===== src/rtl/usr_cmd_sequencer_if.sv =====
// Command channel between a requester and the usr command sequencer.
// The master drives a command under valid/ready; the slave accepts one command at a time.
interface usr_cmd_sequencer_if #(
    parameter int unsigned WIDTH = 4,
    parameter int unsigned CNT_W = 3
);
    logic             cmd_valid;
    logic             cmd_ready;
    logic [1:0]       cmd_op;
    logic [WIDTH-1:0] cmd_data;
    logic [CNT_W-1:0] cmd_count;
    logic             cmd_fill;
    logic             cmd_rot;

    modport master (
        output cmd_valid,
        output cmd_op,
        output cmd_data,
        output cmd_count,
        output cmd_fill,
        output cmd_rot,
        input  cmd_ready
    );

    modport slave (
        input  cmd_valid,
        input  cmd_op,
        input  cmd_data,
        input  cmd_count,
        input  cmd_fill,
        input  cmd_rot,
        output cmd_ready
    );
endinterface


===== src/rtl/usr_cmd_sequencer.sv =====
// Sequences load and N-step shift/rotate commands onto a universal shift register's
// select/parallel/serial inputs, one command at a time, with a one-cycle done pulse.
module usr_cmd_sequencer #(
    parameter int unsigned WIDTH = 4,
    parameter int unsigned CNT_W = 3
) (
    input  logic                 clk,
    input  logic                 rst,
    usr_cmd_sequencer_if.slave   cmd,
    input  logic                 abort,
    input  logic [WIDTH-1:0]     usr_q,
    output logic [WIDTH-1:0]     usr_i,
    output logic [1:0]           usr_select,
    output logic                 usr_s_left,
    output logic                 usr_s_right,
    output logic                 busy,
    output logic                 done,
    output logic                 aborted
);

    typedef enum logic [1:0] {StIdle, StLoad, StShift, StDone} state_e;

    localparam logic [1:0] OpNop  = 2'b00;
    localparam logic [1:0] OpShr  = 2'b01;
    localparam logic [1:0] OpShl  = 2'b10;
    localparam logic [1:0] OpLoad = 2'b11;

    state_e           state_q;
    logic [1:0]       op_q;
    logic             fill_q;
    logic             rot_q;
    logic [CNT_W-1:0] count_q;

    assign cmd.cmd_ready = (state_q == StIdle);

    always_ff @(posedge clk) begin
        if (rst) begin
            state_q    <= StIdle;
            op_q       <= OpNop;
            fill_q     <= 1'b0;
            rot_q      <= 1'b0;
            count_q    <= '0;
            usr_i      <= '0;
            usr_select <= 2'b00;
            busy       <= 1'b0;
            done       <= 1'b0;
            aborted    <= 1'b0;
        end else begin
            unique case (state_q)
                StIdle: begin
                    if (cmd.cmd_valid) begin
                        op_q    <= cmd.cmd_op;
                        fill_q  <= cmd.cmd_fill;
                        rot_q   <= cmd.cmd_rot;
                        count_q <= cmd.cmd_count;
                        busy    <= 1'b1;
                        aborted <= 1'b0;
                        if (cmd.cmd_op == OpLoad) begin
                            state_q    <= StLoad;
                            usr_select <= OpLoad;
                            usr_i      <= cmd.cmd_data;
                        end else if (cmd.cmd_op == OpNop || cmd.cmd_count == '0) begin
                            state_q <= StDone;
                            done    <= 1'b1;
                        end else begin
                            // Shift op encodings coincide with the usr select codes.
                            state_q    <= StShift;
                            usr_select <= cmd.cmd_op;
                        end
                    end
                end
                StLoad: begin
                    state_q    <= StDone;
                    usr_select <= 2'b00;
                    usr_i      <= '0;
                    done       <= 1'b1;
                end
                StShift: begin
                    count_q <= count_q - 1'b1;
                    // The edge that sees abort still shifts; a final-step abort is a normal finish.
                    if (count_q == CNT_W'(1) || abort) begin
                        state_q    <= StDone;
                        usr_select <= 2'b00;
                        done       <= 1'b1;
                        aborted    <= (count_q != CNT_W'(1));
                    end
                end
                StDone: begin
                    state_q <= StIdle;
                    busy    <= 1'b0;
                    done    <= 1'b0;
                    aborted <= 1'b0;
                end
                default: state_q <= StIdle;
            endcase
        end
    end

    // Rotate feeds the end bit back combinationally so each step sees the current usr_q.
    always_comb begin
        usr_s_left  = 1'b0;
        usr_s_right = 1'b0;
        if (state_q == StShift) begin
            if (op_q == OpShr) begin
                usr_s_right = rot_q ? usr_q[0] : fill_q;
            end else if (op_q == OpShl) begin
                usr_s_left = rot_q ? usr_q[WIDTH-1] : fill_q;
            end
        end
    end

endmodule

===== src/flat_wrapper.sv =====
// flat-port wrapper written by rule: the top's interface ports become plain ports
module usr_cmd_sequencer_flat 
#(
    parameter int unsigned WIDTH = 4,
    parameter int unsigned CNT_W = 3
)
  (clk, rst, abort, usr_q, usr_i, usr_select, usr_s_left, usr_s_right, busy, done, aborted, cmd_cmd_valid, cmd_cmd_op, cmd_cmd_data, cmd_cmd_count, cmd_cmd_fill, cmd_cmd_rot, cmd_cmd_ready);
  usr_cmd_sequencer_if #(.WIDTH(WIDTH), .CNT_W(CNT_W)) cmd_i ();
  input  logic clk;
  input  logic rst;
  input  logic abort;
  input  logic [WIDTH-1:0] usr_q;
  output logic [WIDTH-1:0] usr_i;
  output logic [1:0] usr_select;
  output logic usr_s_left;
  output logic usr_s_right;
  output logic busy;
  output logic done;
  output logic aborted;
  input wire logic [$bits(cmd_i.cmd_valid)-1:0] cmd_cmd_valid;
  input wire logic [$bits(cmd_i.cmd_op)-1:0] cmd_cmd_op;
  input wire logic [$bits(cmd_i.cmd_data)-1:0] cmd_cmd_data;
  input wire logic [$bits(cmd_i.cmd_count)-1:0] cmd_cmd_count;
  input wire logic [$bits(cmd_i.cmd_fill)-1:0] cmd_cmd_fill;
  input wire logic [$bits(cmd_i.cmd_rot)-1:0] cmd_cmd_rot;
  output wire logic [$bits(cmd_i.cmd_ready)-1:0] cmd_cmd_ready;
  assign cmd_i.cmd_valid = cmd_cmd_valid;
  assign cmd_i.cmd_op = cmd_cmd_op;
  assign cmd_i.cmd_data = cmd_cmd_data;
  assign cmd_i.cmd_count = cmd_cmd_count;
  assign cmd_i.cmd_fill = cmd_cmd_fill;
  assign cmd_i.cmd_rot = cmd_cmd_rot;
  assign cmd_cmd_ready = cmd_i.cmd_ready;
  usr_cmd_sequencer #(.WIDTH(WIDTH), .CNT_W(CNT_W)) u_core (.clk(clk), .rst(rst), .cmd(cmd_i), .abort(abort), .usr_q(usr_q), .usr_i(usr_i), .usr_select(usr_select), .usr_s_left(usr_s_left), .usr_s_right(usr_s_right), .busy(busy), .done(done), .aborted(aborted));
endmodule

===== config.mk =====
export PLATFORM = sky130hd
export DESIGN_NAME = usr_cmd_sequencer_flat
export DESIGN_NICKNAME = d
export VERILOG_FILES = /design/src/rtl/usr_cmd_sequencer_if.sv /design/src/rtl/usr_cmd_sequencer.sv /design/src/flat_wrapper.sv
export SDC_FILE = /design/constraint.sdc
export NUM_CORES = 1
export LEC_CHECK = 0
export ABC_AREA = 1
export CORE_MARGIN = 3
export CORE_UTILIZATION = 40
export CTS_BUF_LIST = sky130_fd_sc_hd__clkbuf_8 sky130_fd_sc_hd__clkbuf_16
export DETAILED_ROUTE_END_ITERATION = 12
export HOLD_SLACK_MARGIN = 0.15
export PLACE_DENSITY = 0.74
export SLEW_MARGIN = 5
export SYNTH_ARGS = -nofsm -noshare
export SYNTH_HDL_FRONTEND = slang
export SYNTH_SLANG_ARGS = --single-unit

===== constraint.sdc =====
create_clock -name clk -period 1.63 [get_ports clk]
set_clock_uncertainty 0.2 [all_clocks]
set_input_delay 0.163 -clock clk [delete_from_list [all_inputs] [get_ports clk]]
set_output_delay 0.163 -clock clk [all_outputs]
set_load 0.1 [all_outputs]

==> results of run 1 <==
-- stage by stage --
stage	util	hold slack, ns	total power [uW]	TNS (ns)	instances
final	0.7909	0.2557	3094	-0.02574	208
after CTS	0.7560	0.2552	2896	-0.1683	207
after global placement	0.7031	0.2448	2369	-0.01862	198
after global routing	0.7909	0.2719	3261	-0.5441	208
after detailed placement	0.7031	0.2458	2423	-0.08027	198
after floorplan	-	0.1103	1780	-3.810	136
-- final cells by class --
type,instances,area [sq um]
multi-input combinational,96,591.8
timing repair buffer,43,520.5
fill,134,435.4
sequential,18,362.8
inverter,20,82.58
clock buffer,4,55.05
tap,27,33.78
-- cells by family (layout without fill, tap and decap cells) --
family                   Yosys count  after routing  synth area share
AND/OR/NAND/NOR                   58             58            0.2659
AO/OA/AOI/OAI                     32             32            0.1754
buffers and inverters             22             67           0.08907
flip-flops                        18             18            0.3887
adder cells (fa/ha/maj)            6              6           0.08097
-- critical path, cell delays in order (launching register included) --
cell and delay, ns:
dfxtp_2 0.34, buf_6 0.10, ha_4 0.17, inv_6 0.04, nor4_4 0.17, buf_12 0.21
-- routing by layer --
metal  part of all wire  track usage  vias to the layer above
li1                   -            -                      529
met1               0.39       0.2441                      509
met2               0.53       0.3904                       43
met3              0.069      0.04432                        7
met4              0.015      0.09544                        0
met5                  0            0                        -
-- flip-flops by register name (all words and copies together), names as in the netlist --
signal,flops
u_core.usr_select,2
u_core.rot_q,1
u_core.done,1
u_core.op_q,2
u_core.state_q,2
u_core.busy,1
u_core.fill_q,1
u_core.count_q,3
u_core.usr_i,4
u_core.aborted,1
-- cell usage after synthesis --
| master | count |
|---|---|
| nand2_2 | 2 |
| o211ai_1 | 1 |
| nand2_1 | 27 |
| nand3_1 | 8 |
| clkbuf_1 | 2 |
| ha_1 | 6 |
| o21ai_0 | 11 |
| nor2_2 | 1 |
| or2_2 | 1 |
| inv_1 | 18 |
| dfxtp_1 | 18 |
| nor2_1 | 17 |
| inv_2 | 2 |
| nor4_1 | 1 |
| o21ai_1 | 3 |
| nor3_2 | 1 |
| a21oi_1 | 17 |
-- repair_timing --
action	in CTS	in global routing
setup endpoints to repair	5	17
gates resized for setup	6	18
pin swaps	3	3
hold endpoints to repair	0	0
buffers inserted	5	1
-- placed cells by master (no fill, tap or decap), types with 5 or more instances in the layout --
cell type / n
a21oi_1: 16
buf_12: 12
buf_4: 13
clkdlybuf4s50_1: 16
dfxtp_1: 16
inv_1: 15
nand2_1: 26
nand3_1: 5
nor2_1: 13
o21ai_0: 7
o21ai_1: 5
-- worst min path at each step --
stage                            from                 to  slack [ns]  cells after the start
finish                cmd_cmd_data[1]    u_core.usr_i[1]        0.26                      3
global route          cmd_cmd_data[1]    u_core.usr_i[1]        0.27                      3
detailed placement      u_core.fill_q      u_core.fill_q        0.25                      2
CTS                     u_core.fill_q      u_core.fill_q        0.26                      2
floorplan             cmd_cmd_data[0]    u_core.usr_i[0]        0.11                      2
global placement    u_core.count_q[2]  u_core.count_q[2]        0.24                      2
-- report_power, final --
part           switching [uW]  total, uW  internal, uW
Clock                     149        364           215
Combinational            1240       2040           802
Sequential                112        690           578
==> out/qor.csv, run 1 <==
metric,value,unit
status,"finished, violations left",
failing checks,setup timing,
routed vias/inst,5.231,
post-synth top area cell,dfxtp_1,
final hold vios,0,
routed via count,1088,
critical path capture point,usr_s_left,
area post-placement,1464,sq um
cell area after synthesis,927.1,sq um
min Tclk post-route,1.655,ns
First-pass DRT Iterations,4,
Synth cell types,17,
crit path DAT,1.29,ns
H-tree depth,1,
final RePlAce weighted congestion,0.8706,
Chip Width,54.15,um
CP max FO,4,
layout cells sized above 1,0.3149,
total gr overflow,0,
Worst IR Drop VDD,1.625,mV
reg2reg end,u_core.usr_i[0],
Place WS,-0.04405,ns
row count,16,
clk slew on worst S/H paths,0.07,ns
part of the cycle the worst path needs,1.015,
Slew @ Worst Pin,0.3301,ns
Mean Syn Cell Area,6.817,sq um
Final Setup Violations,2,
R2R depth,9,
Crit. Startpoint,u_core.state_q[1],
number of diodes,0,
first-pass GRT wire length,4567,um
CTS max path bufs,2,
"reg-to-reg slack, setup",0.05,ns
worst setup path category,flip-flop to output port,
DR DRC count,0,
HP Class,primary input to flip-flop,
fin. max-slew vios,0,
die area,2932,sq um
WP data required,1.27,ns
Starting Density,0.4453,
vias in the first global route,1090,
post-route cell area,1647,sq um
RSZ-0062 raised after global routing,true,
cts hold-fix bufs,0,
Cell Pwr Density,1879,nW/um^2
DR WL/cell,14.34,um
DRT antenna net count,0,
Mapped Cells,136,
die extent in y,54.15,um
clk sink count,18,
Slew Limit Headroom,0.7797,
core area,2082,sq um
r2r startpoint,u_core.state_q[1],
"Seq/Total Area, Yosys",0.3887,
clk_lat worst skew,0.25,ns
number of I/O pins,31,
total track usage,0.2177,
Pleak,0.0007066,uW
Port Buffers,28,
Yosys warnings,0,
Yosys reg bits,18,
Syn-to-layout area delta,77.60,%
CTS Buf Count,3,
top cell type's share of synthesized area,0.3887,
syn_nets,161,
cells taking the most area after synthesis,"dfxtp_1 (39%), nand2_1 (11%), a21oi_1 (9.2%)",
setup ws final,-0.02471,ns
placed wire-length estimate,2021,um
DRT iter0 DRCs,42,
drt total wl,2983,um
Nets,207,
root buf cell,clkbuf_8,
critical path endpoint category,output port,
CTS tree,yes,
Startpoint Class,flip-flop,
MaxCap Viol Count,0,
largest net degree at the start of global routing,12,
FMAX,604.3,MHz
initial antenna violation count,0,
(Power assumes the default switching activity.)
==> run 2: changes to the inputs <==
--- a/config.mk
+++ b/config.mk
@@ -12,6 +12,7 @@
 export DETAILED_ROUTE_END_ITERATION = 12
 export HOLD_SLACK_MARGIN = 0.15
 export PLACE_DENSITY = 0.74
+export SETUP_SLACK_MARGIN = 0.1
 export SLEW_MARGIN = 5
 export SYNTH_ARGS = -nofsm -noshare
 export SYNTH_HDL_FRONTEND = slang
==> run 2 against run 1 <==
The flow still finishes with violations (setup timing). Count of clock-buffer cells in the layout unchanged. Register-to-register slack got worse by 0.12 ns. Combinational power increased by 19%. Routed wire length increased by 32%. Critical path depth unchanged. Sequential share of layout area decreased by 2.0 points. Worst setup slack got worse by 0.083 ns. First-iteration DRC count increased by 38%. Maximum frequency decreased by 4.8%. Design area increased by 11%. Via count increased by 11%. Clock power increased by 4%.
==> out/qor.csv, run 2 (synthesis gave the netlist of run 1 again) <==
metric,value,unit
Sw Ratio,0.5046,
DR DRC count,0,
vias in the first global route,1135,
part of the cycle the worst path needs,1.066,
HP Start,cmd_cmd_data[0],
number of diodes,0,
Switching Power,1779,uW
DRT iter0 DRCs,58,
final RePlAce weighted congestion,0.9265,
"reg-to-reg slack, setup",-0.07,ns
Starting Density,0.4453,
Startpoint Class,flip-flop,
row count,16,
FMAX,575.6,MHz
clk_lat worst skew,0.26,ns
r2r startpoint,u_core.state_q[1],
placed wire-length estimate,1855,um
critical path endpoint category,output port,
Slew @ Worst Pin,0.5991,ns
Final Setup Violations,12,
Syn-to-layout area delta,97.44,%
routed vias/inst,5.756,
CTS max path bufs,2,
CTS Buf Count,3,
clk slew on worst S/H paths,0.07,ns
Cell Pwr Density,1925,nW/um^2
share of power burned in registers,0.203,
clk sink count,18,
total track usage,0.2317,
root buf cell,clkbuf_8,
Logic pwr share,0.690,
DR WL/cell,18.81,um
RSZ-0062 raised after global routing,true,
CTS tree,yes,
"commonest cells after routing, fill and taps aside","nand2_1 (19), clkdlybuf4s50_1 (16), dfxtp_1 (15), buf_12 (12)",
layout cells sized above 1,0.4945,
critical path capture point,usr_s_left,
worst setup path category,flip-flop to output port,
DRT antenna net count,0,
status,"finished, violations left",
clock power share,0.107,
HP Class,primary input to flip-flop,
failing checks,setup timing,
crit path DAT,1.37,ns
initial antenna violation count,0,
R2R depth,11,
max FFs per register,4,
biggest regs,"u_core.usr_i: 4 flops, u_core.count_q: 3 flops",
First-pass DRT Iterations,4,
Largest Register,u_core.usr_i,
die extent in y,54.15,um
min Tclk post-route,1.737,ns
Worst IR Drop VDD,1.945,mV
H-tree depth,1,
drt total wl,3932,um
Pleak,0.0007432,uW
total gr overflow,0,
number of I/O pins,31,
CP max FO,2,
reg2reg end,u_core.done,
Slew Limit Headroom,0.6002,
Port Buffers,28,
Crit. Startpoint,u_core.fill_q,
Final Util,0.8792,
setup ws final,-0.1074,ns
largest net degree at the start of global routing,12,
core area,2082,sq um
fin. max-slew vios,0,
Nets,208,
Hold Slack,0.2632,ns
die area,2932,sq um
WP data required,1.27,ns
final hold vios,0,
Chip Width,54.15,um
Place WS,-0.01157,ns
Internal Power,1746,uW
routed via count,1203,
MaxCap Viol Count,0,
"commonest non-fill, non-tap cell in the layout",nand2_1,
first-pass GRT wire length,4761,um
run 2: power groups by stage:
stage	registers (uW)	logic (uW)	clock network, uW
4_1_cts	695	2020	376
6_report	716	2430	377
2_1_floorplan	1020	756	0
3_5_place_dp	691	1690	0
5_1_grt	729	2560	391
3_3_place_gp	684	1660	0
run 2: worst min path at each step:
| stage | endpoint | slack, ns | cells after the start |
|---|---|---|---|
| 6_report | u_core.usr_i[0] | 0.26 | 3 |
| 5_1_grt | u_core.usr_i[0] | 0.27 | 3 |
| 3_3_place_gp | u_core.count_q[2] | 0.24 | 2 |
| 3_5_place_dp | u_core.fill_q | 0.25 | 2 |
| 4_1_cts | u_core.usr_i[0] | 0.26 | 3 |
| 2_1_floorplan | u_core.usr_i[0] | 0.11 | 2 |
run 2: cell type report:
class                   count  area (sq um)
fillers                    98         251.5
multi-input cells          96         732.0
flip-flops and latches     18         366.6
well taps                  27         33.78
inverters                  20         92.59
clock buffers               4         55.05
repair buffers             44         550.5
run 2: worst max-delay path, stage by stage (launching register included):
cell	delay (ns)
dfxtp_1	0.33
inv_2	0.06
nor2_4	0.13
a21oi_2	0.06
nor4_4	0.30
buf_12	0.21
run 2: through the flow:
stage	setup TNS (ns)	power (uW)	instances	instance area, sq um
final	-0.6591	3525	209	1831
after global routing	-1.555	3682	209	1831
after CTS	-0.1108	3089	208	1684
after detailed placement	-0.03030	2380	198	1464
after global placement	-0.01263	2342	198	1464
after floorplan	-3.810	1780	136	969.7
run 2: repair_timing:
action	4_1_cts	5_1_grt
resized for setup	36	45
setup buffers	6	1
endpoints found under the hold margin	0	0
hold buffers	0	0
pin swaps	8	12
setup endpoints to repair	14	21
run 2: per-layer routing:
metal	up-vias	wire, um	GRT usage
met2	89	1994	0.4143
met3	34	316	0.05263
met5	-	0	0
met1	550	1376	0.2483
li1	530	-	-
met4	0	244	0.1245
==> run 3: changes to the inputs <==
--- a/config.mk
+++ b/config.mk
@@ -6,14 +6,13 @@
 export NUM_CORES = 1
 export LEC_CHECK = 0
 export ABC_AREA = 1
-export CORE_MARGIN = 3
 export CORE_UTILIZATION = 40
 export CTS_BUF_LIST = sky130_fd_sc_hd__clkbuf_8 sky130_fd_sc_hd__clkbuf_16
 export DETAILED_ROUTE_END_ITERATION = 12
+export GPL_ROUTABILITY_DRIVEN = 1
 export HOLD_SLACK_MARGIN = 0.15
 export PLACE_DENSITY = 0.74
 export SETUP_SLACK_MARGIN = 0.1
-export SLEW_MARGIN = 5
 export SYNTH_ARGS = -nofsm -noshare
 export SYNTH_HDL_FRONTEND = slang
 export SYNTH_SLANG_ARGS = --single-unit
==> run 3 against run 2 <==
The flow still finishes with violations (setup timing). Die area decreased by 14%. Design area decreased by 4.6%. Critical path type unchanged. Largest cell class unchanged. Critical path depth unchanged. Final cell count increased by 1.4%. Power decreased by 5.9%. Utilization decreased by 8.3 points. Non-clock buffer count increased by 2. Critical endpoint unchanged. Count of clock-buffer cells in the layout unchanged. Register-to-register slack improved by 0.06 ns. Combinational power decreased by 8%. Global-route usage increased by 4.6 points.
==> out/qor.csv, run 3 (synthesis gave the netlist of run 1 again) <==
metric,value,unit
Cell Pwr Density,1901,nW/um^2
CP max FO,5,
clk slew on worst S/H paths,0.07,ns
final RePlAce weighted congestion,0.8602,
number of I/O pins,31,
first-pass GRT wire length,5023,um
drt total wl,3224,um
number of diodes,0,
Top delay family on crit path,buffers and inverters,
cts hold-fix bufs,0,
total gr overflow,0,
DRT antenna net count,0,
Crit path largest cell delay,0.35,ns
FMAX,598.8,MHz
routed via count,1109,
Hold Slack,0.2588,ns
Largest Register,u_core.usr_i,
WP data required,1.27,ns
fin. max-slew vios,0,
root buf cell,clkbuf_8,
Nets,210,
critical path endpoint category,output port,
Port Buffers,28,
CTS max path bufs,2,
clk sink count,18,
Starting Density,0.4232,
FILL cells,138,
DR WL/cell,15.21,um
status,"finished, violations left",
Pleak,0.0007330,uW
vias in the first global route,1123,
Slew Limit Headroom,0.7384,
placed wire-length estimate,1813,um
failing checks,setup timing,
Slew @ Worst Pin,0.3919,ns
worst setup path category,flip-flop to output port,
max FFs per register,4,
row count,17,
footprint of the multi-input gates,646.9,sq um
Worst IR Drop VDD,1.601,mV
HP Class,flip-flop to flip-flop,
final hold vios,0,
die extent in y,50.15,um
slowest CP cell,dfxtp_2,
Final Setup Violations,6,
Syn-to-layout area delta,88.26,%
die area,2515,sq um
CTS tree,yes,
core area,2191,sq um
total track usage,0.2780,
register area,364.1,sq um
initial antenna violation count,0,
First-pass DRT Iterations,4,
H-tree depth,1,
DR DRC count,0,
part of the cycle the worst path needs,1.024,
"commonest non-fill, non-tap cell in the layout",nand2_1,
MaxCap Viol Count,0,
Place WS,-0.04015,ns
routed vias/inst,5.231,
CTS Buf Count,3,
"commonest cells after routing, fill and taps aside","nand2_1 (22), clkdlybuf4s50_1 (16), dfxtp_1 (15), buf_4 (14), buf_12 (13)",
min Tclk post-route,1.670,ns
critical-path cell list,"buf_6, ha_4, inv_4, nor4_4, buf_12",
RSZ-0062 raised after global routing,true,
DRT iter0 DRCs,24,
largest net degree at the start of global routing,12,
Critical path buffers and inverters,3,
Power Total,3318,uW
biggest regs,"u_core.usr_i: 4 flops, u_core.count_q: 3 flops",
crit path DAT,1.31,ns
clk_lat worst skew,0.26,ns
setup ws final,-0.03993,ns
Startpoint Class,flip-flop,
Chip Width,50.15,um
layout cells sized above 1,0.4239,
[run 3: cell count changes in the layout (fill, tap and decap cells not counted), moves of 3 or more]
cell,delta
o21ai_0,+6
buf_6,-3
a21oi_1,+3
buf_4,+5
nand2_1,+3
a21oi_2,-3
o21ai_2,-3
[run 3: final timing paths]
path / depth (start not counted) / endpoint / start / slack [ns]
worst max-delay path: 5 / usr_s_left / u_core.state_q[1] / -0.04
worst min register to register: 2 / u_core.fill_q / u_core.fill_q / 0.26
worst min-delay path: 2 / u_core.fill_q / u_core.fill_q / 0.26
worst max register to register: 10 / u_core.aborted / u_core.state_q[1] / -0.01
[run 3: report_power, final]
group	total, uW	internal [uW]	switching [uW]
Combinational	2240	905	1340
Clock	375	215	160
Sequential	701	579	122
Total	3320	1700	1620
[run 3: area by class of cell]
cell class	count	share of cell area
Inverter	20	0.04875
Clock buffer	4	0.03154
Tap cell	28	0.02007
Sequential cell	18	0.2086
Timing Repair Buffer	46	0.3204
Multi-Input combinational cell	96	0.3706
[run 3: metrics by stage]
stage | setup TNS (ns) | cells | instance area, sq um | util
final | -0.09928 | 212 | 1745 | 0.7967
after global routing | -0.8387 | 212 | 1745 | 0.7967
after CTS | -0.1103 | 211 | 1694 | 0.7733
after detailed placement | -0.1052 | 199 | 1478 | 0.6745
after global placement | -0.01465 | 199 | 1478 | 0.6745
after floorplan | -3.810 | 136 | 969.7 | -
[run 3: timing repair]
item / CTS / global route
pin swaps: 8 / 7
gates resized for setup: 29 / 16
setup buffers: 8 / 1
setup endpoints to repair: 15 / 21
[run 3: tightest hold or removal path, delay by kind of cell (launching register included)]
family / cells / cell delay, ns
AO/OA/AOI/OAI: 1 / 0.05
buffers and inverters: 1 / 0.05
flip-flops: 1 / 0.32
[run 3: layer usage]
layer | part of all wire | up-vias | global-route usage
met5 | 0 | - | 0
met1 | 0.38 | 524 | 0.2889
met4 | 0.042 | 0 | 0.1714
met3 | 0.050 | 15 | 0.06970
li1 | - | 534 | -
met2 | 0.53 | 36 | 0.4933
